[src/rtl/gpio_ctrl.sv]
// Memory-mapped GPIO controller: per-pin direction, synchronised inputs,
// set/clear output aliases and per-pin edge interrupts folded into one level irq.
module gpio_ctrl #(
    parameter int WIDTH       = 32,
    parameter int SYNC_STAGES = 2
) (
    input  logic              clk,
    input  logic              rst,
    input  logic [63:0]       addr,
    input  logic [31:0]       data_in,
    input  logic              wr_enable,
    input  logic              rd_enable,
    output logic [31:0]       data_out,
    input  logic [WIDTH-1:0]  gpio_i,
    output logic [WIDTH-1:0]  gpio_o,
    output logic [WIDTH-1:0]  gpio_oe,
    output logic              irq
);

    localparam logic [31:0] MASK = (WIDTH >= 32) ? 32'hFFFF_FFFF
                                                 : 32'((64'd1 << WIDTH) - 64'd1);
    localparam logic [2:0]  SETTLE_MAX = 3'(SYNC_STAGES + 1);

    localparam logic [2:0] REG_OUT    = 3'd0;
    localparam logic [2:0] REG_DIR    = 3'd1;
    localparam logic [2:0] REG_IN     = 3'd2;
    localparam logic [2:0] REG_IEN    = 3'd3;
    localparam logic [2:0] REG_EDGE   = 3'd4;
    localparam logic [2:0] REG_STATUS = 3'd5;
    localparam logic [2:0] REG_OSET   = 3'd6;
    localparam logic [2:0] REG_OCLR   = 3'd7;

    function automatic logic [31:0] ext(input logic [WIDTH-1:0] v);
        ext = '0;
        ext[WIDTH-1:0] = v;
    endfunction

    logic [31:0] sync_q [SYNC_STAGES];
    logic [31:0] prev_q;
    logic [31:0] out_q, dir_q, ien_q, edge_q, status_q;
    logic [2:0]  settle_q;
    logic        irq_q;

    logic [2:0]  sel;
    logic [31:0] wdata, in_val, rise, fall, hit;
    logic [31:0] out_nxt, dir_nxt, ien_nxt, edge_nxt, status_nxt, status_clr;
    logic        unused_addr_bits;

    assign sel              = addr[4:2];
    assign unused_addr_bits = ^{addr[63:5], addr[1:0]};
    assign wdata            = data_in & MASK;
    assign in_val           = sync_q[SYNC_STAGES-1];

    always_comb begin
        rise = in_val & ~prev_q;
        fall = ~in_val & prev_q;
        // Edges are ignored until the synchroniser has flushed its reset zeros.
        hit  = '0;
        if (settle_q == SETTLE_MAX)
            hit = ien_q & ((edge_q & rise) | (~edge_q & fall));

        out_nxt    = out_q;
        dir_nxt    = dir_q;
        ien_nxt    = ien_q;
        edge_nxt   = edge_q;
        status_clr = '0;
        if (wr_enable) begin
            case (sel)
                REG_OUT:    out_nxt    = wdata;
                REG_DIR:    dir_nxt    = wdata;
                REG_IEN:    ien_nxt    = wdata;
                REG_EDGE:   edge_nxt   = wdata;
                REG_STATUS: status_clr = wdata;
                REG_OSET:   out_nxt    = out_q | wdata;
                REG_OCLR:   out_nxt    = out_q & ~wdata;
                default:    ;
            endcase
        end
        // A new hit wins over a same-cycle write-one-to-clear.
        status_nxt = (status_q & ~status_clr) | hit;
    end

    always_ff @(posedge clk) begin
        if (rst) begin
            for (int i = 0; i < SYNC_STAGES; i++) sync_q[i] <= '0;
            prev_q   <= '0;
            out_q    <= '0;
            dir_q    <= '0;
            ien_q    <= '0;
            edge_q   <= '0;
            status_q <= '0;
            settle_q <= '0;
            irq_q    <= 1'b0;
        end else begin
            sync_q[0] <= ext(gpio_i);
            for (int i = 1; i < SYNC_STAGES; i++) sync_q[i] <= sync_q[i-1];
            prev_q   <= in_val;
            out_q    <= out_nxt;
            dir_q    <= dir_nxt;
            ien_q    <= ien_nxt;
            edge_q   <= edge_nxt;
            status_q <= status_nxt;
            if (settle_q != SETTLE_MAX) settle_q <= settle_q + 3'd1;
            irq_q    <= |(status_nxt & ien_nxt);
        end
    end

    always_comb begin
        data_out = '0;
        if (rd_enable) begin
            case (sel)
                REG_OUT:    data_out = out_q;
                REG_DIR:    data_out = dir_q;
                REG_IN:     data_out = in_val;
                REG_IEN:    data_out = ien_q;
                REG_EDGE:   data_out = edge_q;
                REG_STATUS: data_out = status_q;
                default:    data_out = '0;
            endcase
        end
    end

    assign gpio_o  = out_q[WIDTH-1:0];
    assign gpio_oe = dir_q[WIDTH-1:0];
    assign irq     = irq_q;

endmodule

[config.mk]
export PLATFORM = sky130hd
export DESIGN_NAME = gpio_ctrl
export DESIGN_NICKNAME = d
export VERILOG_FILES = /design/src/rtl/gpio_ctrl.sv
export SDC_FILE = /design/constraint.sdc
export NUM_CORES = 1
export LEC_CHECK = 0
export BUFFER_PORTS_ARGS = -buffer_cell sky130_fd_sc_hd__buf_2
export CORE_UTILIZATION = 54
export CTS_CLUSTER_SIZE = 8
export DETAILED_ROUTE_END_ITERATION = 10
export PLACE_DENSITY = 0.8
export SYNTH_ARGS = -nofsm -noshare
export SYNTH_HDL_FRONTEND = slang
export SYNTH_SLANG_ARGS = --single-unit
[constraint.sdc]
create_clock -name clk -period 2.5 [get_ports clk]
set_clock_uncertainty 0.2 [all_clocks]
set_input_delay 0 -clock clk [delete_from_list [all_inputs] [get_ports clk]]
set_output_delay 0 -clock clk [all_outputs]
set_load 0.05 [all_outputs]
[Word-level counts from Yosys, hierarchy flattened]
Memory sizes are Yosys's and may differ from the RTL's.
Cells that the tools add are included.
Word-level totals
  bits in latches: 0
  bits in read-only memories: 0
  word-level logic and storage cells: 56
  memories kept: 1
  bits in registers: 196
  RAM bits: 64
Memories
  sync_q: depth 2, bits a word 32, rd ports 2, clocked after Yosys merged registers in 0, write ports 2, line 38  | logic [31:0] sync_q [SYNC_STAGES];
Operators by class
  reductions and logical operators: 6
  bitwise operators: 18
  equality and inequality tests: 9
  $lt $le $gt $ge: 0
  div/mod/pow operators: 0
  shift-type cells: 0
  mux-type cells: 13
  $mul: 0
  add/subtract/negate cells: 1
Operators by type and width (number)
  bitwise AND 32 bit: 8
  two-way mux 32 bit: 8
  case mux 32 bit (6 select lines): 1
  inverter 32 bit: 5
  bitwise OR 32 bit: 3
  case mux 32 bit (3 select lines): 1
  OR reduction 32 bit: 1
  == test 3 bit, second input constant: 4
  == test 3 x 2 -> 1 bit, second input constant: 3
  AND reduction 2 bit: 3
  adder 3 x 1 -> 3 bit, second input constant: 1
  == test 3 x 1 -> 1 bit, second input constant: 1
  zero test 3 bit: 1
  two-way mux 1 bit: 3
  inequality test 3 x 2 -> 1 bit, second input constant: 1
  nonzero test 3 bit: 1
  bitwise OR 1 bit: 2

[Longest topological paths before layout]
  word-level depth: 9
  mapped depth: 9

[Worst setup path after synthesis]
Ideal clock, no wire load.
  kind: reg-to-reg
  from: register settle_q[0]
  to: register irq_q (netlist: irq)
  period minus slack after synthesis: 2.073 ns
  setup time: 0.140 ns
  path buffers: 2
  setup slack: 0.427 ns
  arrival: 1.733 ns
  cell stages (with the launch flop): 9
  cell sequence: dfxtp_1 -> ha_1 -> ha_1 -> clkbuf_1 -> clkbuf_1 -> a32oi_1 -> o22ai_1 -> nor4_1 -> a41oi_1
On the way
  longest elaborated chain between the ends: 5
RTL lines
  start, declared: line 41  | logic [2:0] settle_q;
  start signal, assigned: line 103  | if (settle_q != SETTLE_MAX) settle_q <= settle_q + 3'd1;
  == test 3 x 2 -> 1 bit: line 59  | if (settle_q == SETTLE_MAX)
  two-way mux 32 bit: line 59
  bitwise OR 32 bit: line 80  | status_nxt = (status_q & ~status_clr) | hit;
  bitwise AND 32 bit: line 104  | irq_q <= |(status_nxt & ien_nxt);
  OR reduction 32 bit: line 104
  end signal, assigned: line 104
  end, declared: line 42  | logic irq_q;
Every way passes these cells.
A chain may end at the register's enable or synchronous reset.

[Final worst setup path]
  from: input addr[4]
  to: output data_out[7]
On the way
  longest elaborated chain between the ends: 3
  elaborated cells between the ends (all ways): 8
  classes of those cells: eq/ne (5); mux (2); reduce/logical (1)
RTL lines
  start, declared: line 9  | input logic [63:0] addr,
  == test 3 bit (tied with other cells): line 111  | case (sel)
  case mux 32 bit (6 select lines) *: line 111
  two-way mux 32 bit *: line 110  | if (rd_enable) begin
  end, declared: line 13  | output logic [31:0] data_out,
Mark *: on every way between the ends. The rest lies on a longest branch, timed or not.

==> summary.md <==
| Metric | Value |
|---|---|
| H-tree depth | `2` |
| TritonCTS buffer count | `38` |
| Final Hold Violating Endpoints | `0` |
| Post-synth ARST share | `0` |
| Largest net degree at the start of global routing | `between 80 and 90` |
| Period Utilization, post-route | `0.9808` |
| GRT Total Usage | `0.3333` |
| Die X | `around 140 um` |
| Layout cell share with drive strength beyond 1 | `0.1874` |
| Fin cells | `~1.6k` |
| Worst endpoint required time | `between 2 and 2.5 ns` |
| Port bufs | `approximately 170` |
| Syn Inst Count | `1,165` |
| Area grow syn2layout | `30.39%` |
| Num Clock Sinks | `260` |
| Top cell family by delay on the critical path | `buffers and inverters` |
| Core Util, Final | `0.7167` |
| Worst-Margin Slew | `about 0.63 ns` |
| Worst Path Arrival | `between 2 and 2.5 ns` |
| Final count of pins violating max slew | `0` |
| Clock root cell | `clkbuf_16` |
| Non-Filler Cell Area, Final | `between 10,000 and 15,000 um^2` |
| Final net count | `1,546` |
| Die area | `about 20,000 um^2` |
| Starting density of the core | `0.5497` |
| Worst Hold Class | `in -> reg` |
| Cell Rows | `50` |
| Initial antenna violation count | `1` |
| Main synth FF type | `dfxtp_1` |
| Pre-Repair DR Iteration Count | `6` |
| First-pass GRT wire length | `51,600 um` |
| Min Hold Slack | `~0.0097 ns` |
| Die height | `roughly 140 um` |
| Crit-path cells | `dlygate4sd3_1 > buf_2 > buf_4 > nor3b_4 > buf_6 > a22oi_1 > a31oi_1 > buf_2` |
| Overall via count from detail_route | `10.06k` |
| Power per Cell Area | `~740 nW/um^2` |
| Worst-path fanout max | `17` |
| Hold_sp | `addr[3]` |
| Wire per inst | `a little under 20 um` |
| FF-to-FF Start | `settle_q[0]` |
| DR DRC count | `0` |
| Max Cap Violations | `0` |
| Leakage Power | `~5.3 nW` |
| Max Fclk | `407.8 MHz` |
| Critical path's most frequent cell | `buf_2` |
| CP Class | `in -> out` |
| Area leader, netlist | `dfxtp_1` |
| Setup crit end kind | `output pin` |
| Tmin final | `around 2.5 ns` |
| Crit-path max cell delay | `approximately 0.53 ns` |
| CTS tree | `built` |
| Total power | `approximately 9.9 mW` |
| Final ANT Viol Nets | `0` |
| Yosys top cell area share | `0.5079` |
| Sequential area share after synthesis | `0.5079` |
| Final TNS setup | `0 ns` |
| Seq cells post-synth | `260` |
| Yosys Warn Count | `0` |
| Final Wtd Congestion | `roughly 0.86` |
| Overflow after GRT | `0` |
| CORE AREA | `between 15,000 and 20,000 um^2` |
| Detailed-placement wirelength estimate | `around 20,000 um` |
| Worst slew margin | `0.5824` |
| CP startpoint | `addr[4]` |
| DP Area | `roughly 11,000 um^2` |
| Dpl cells | `around 1.5k` |
| Outcome | `complete, no violations` |
| Routed WL | `roughly 33,000 um` |
| Crit Reg-Reg Endpoint | `irq` |
| Hold Path Stages | `6` |
| CP max-delay cell | `dlygate4sd3_1` |
| Number of global-route vias before repair | `between 9k and 10k` |
| Distinct cells, synth | `30` |
| Setup slack at placement | `0.1837 ns` |
| CTS Buffer Depth | `3` |
| Final setup fails | `0` |
| Io pins | `229` |
| Hold endpoint | `gpio_o[2]` |
| Crit path buf inv count | `5` |
| Fin worst setup slack | `~0.048 ns` |
| DR vias/cell | `about 6` |
| Post-synthesis cell area | `around 10,000 um^2` |
| Peak supply drop | `a little over 0.5 mV` |
| Reg2Reg Depth | `7` |
| Avg Cell Area, Syn | `8.796 um^2` |
| DR iter-0 viols | `1,085` |
| Post-synth EDFFs | `0` |
| Worst reg-to-reg setup slack | `~0.07 ns` |
| Post-CTS Setup Bufs | `0` |
| Top post-synthesis cells by area | `dfxtp_1, a22oi_1, nand2_1` |
| Mapped Nets | `between 1k and 1.5k` |
| Crit path launch type | `primary input` |
| Clock slew at reported path FFs | `~0.050 ns` |
| Clk_lat worst skew | `0.50 ns` |
==> metal layers <==
layer  vias up  share of wire  GRT usage
met5         -              0          0
met4         0          0.034     0.1695
met3        90          0.097    0.05988
met2       624           0.47     0.5447
met1      4739           0.40     0.4224
li1       4610              -          -
==> logic make-up (layout without fill, tap and decap cells) <==
logic type	count (synthesis)	after routing	synth area share
AO/OA/AOI/OAI	339	339	0.2187
XOR/XNOR	2	2	0.001710
adder cells (fa/ha/maj)	2	2	0.002442
buffers and inverters	90	339	0.03785
flip-flops	260	260	0.5079
multiplexers	33	33	0.03223
other	0	1	0
AND/OR/NAND/NOR	439	439	0.1991
==> sequential cells by signal (all words and copies together), names as in the netlist <==
| signal | cells |
|---|---|
| edge_q | 32 |
| gpio_o | 32 |
| gpio_oe | 32 |
| irq | 1 |
| ien_q | 32 |
| settle_q | 3 |
| sync_q | 64 |
| prev_q | 32 |
| status_q | 32 |
==> worst register-to-register path, delay by kind of cell (launching register included) <==
kind	cells	cell delay [ns]
AND/OR/NAND/NOR	1	0.41
flip-flops	1	0.31
AO/OA/AOI/OAI	3	0.66
adder cells (fa/ha/maj)	2	0.45
buffers and inverters	1	0.24
==> worst max-delay path by stage <==
stage / to / cells past startpoint
finish: data_out[7] / 8
global route: data_out[7] / 8
CTS: data_out[7] / 8
detailed placement: irq / 7
global placement: irq / 7
floorplan: irq / 8
==> power breakdown <==
part | internal, mW | switching, mW | leakage, nW | total (mW)
registers | 4.28 | 0.0879 | 2.12 | 4.37
clock network | 2.95 | 1.70 | 0.519 | 4.65
logic | 0.339 | 0.577 | 2.67 | 0.916
total | 7.57 | 2.36 | 5.31 | 9.93
==> what timing repair did <==
action / CTS / global route
hold buffers: 81 / 0
hold endpoints to repair: 211 / 0
resized for setup: 0 / 4
setup endpoints to repair: 0 / 5
==> synth_stat cells, types with 3 or more instances <==
master and instances:
nand2_1 195, a32oi_1 32, o21ai_0 25, a31oi_1 32
a21oi_1 66, nor2b_1 97, buf_2 4, mux2i_1 33
nor4_1 4, o22ai_1 48, clkbuf_1 74, o21ai_1 7
buf_6 3, nand2b_1 32, dfxtp_1 260, a22oi_1 128
nor2_1 100, buf_4 6
==> final cells by class <==
class,instances,area (um^2)
Fill cell,1322,5281
Sequential cell,260,5205
Multi-Input combinational cell,815,4695
Inverter,2,7.507
Clock inverter,1,30.03
Tap cell,234,292.8
Antenna cell,1,2.502
Clock buffer,41,1026
Timing Repair Buffer,295,2103
==> cell usage in the layout (no fill, tap or decap), drive strengths merged, types with 2 or more instances in the layout <==
| cell type | Yosys | routed |
|---|---|---|
| nor4 | 4 | 4 |
| ha | 2 | 2 |
| xor2 | 2 | 2 |
| buf | 14 | 213 |
| nand2b | 32 | 32 |
| nand2 | 196 | 196 |
| a22oi | 128 | 128 |
| a21oi | 66 | 66 |
| dfxtp | 260 | 260 |
| nor3b | 4 | 4 |
| nor2 | 100 | 100 |
| mux2i | 33 | 33 |
| a31oi | 32 | 32 |
| a32oi | 32 | 32 |
| inv | 2 | 2 |
| o22ai | 48 | 48 |
| dlygate4sd3 | 0 | 81 |
| and2 | 2 | 2 |
| nor2b | 97 | 97 |
| o21ai | 32 | 32 |
| and3b | 2 | 2 |
| clkbuf | 74 | 42 |
(Power assumes the default switching activity.)
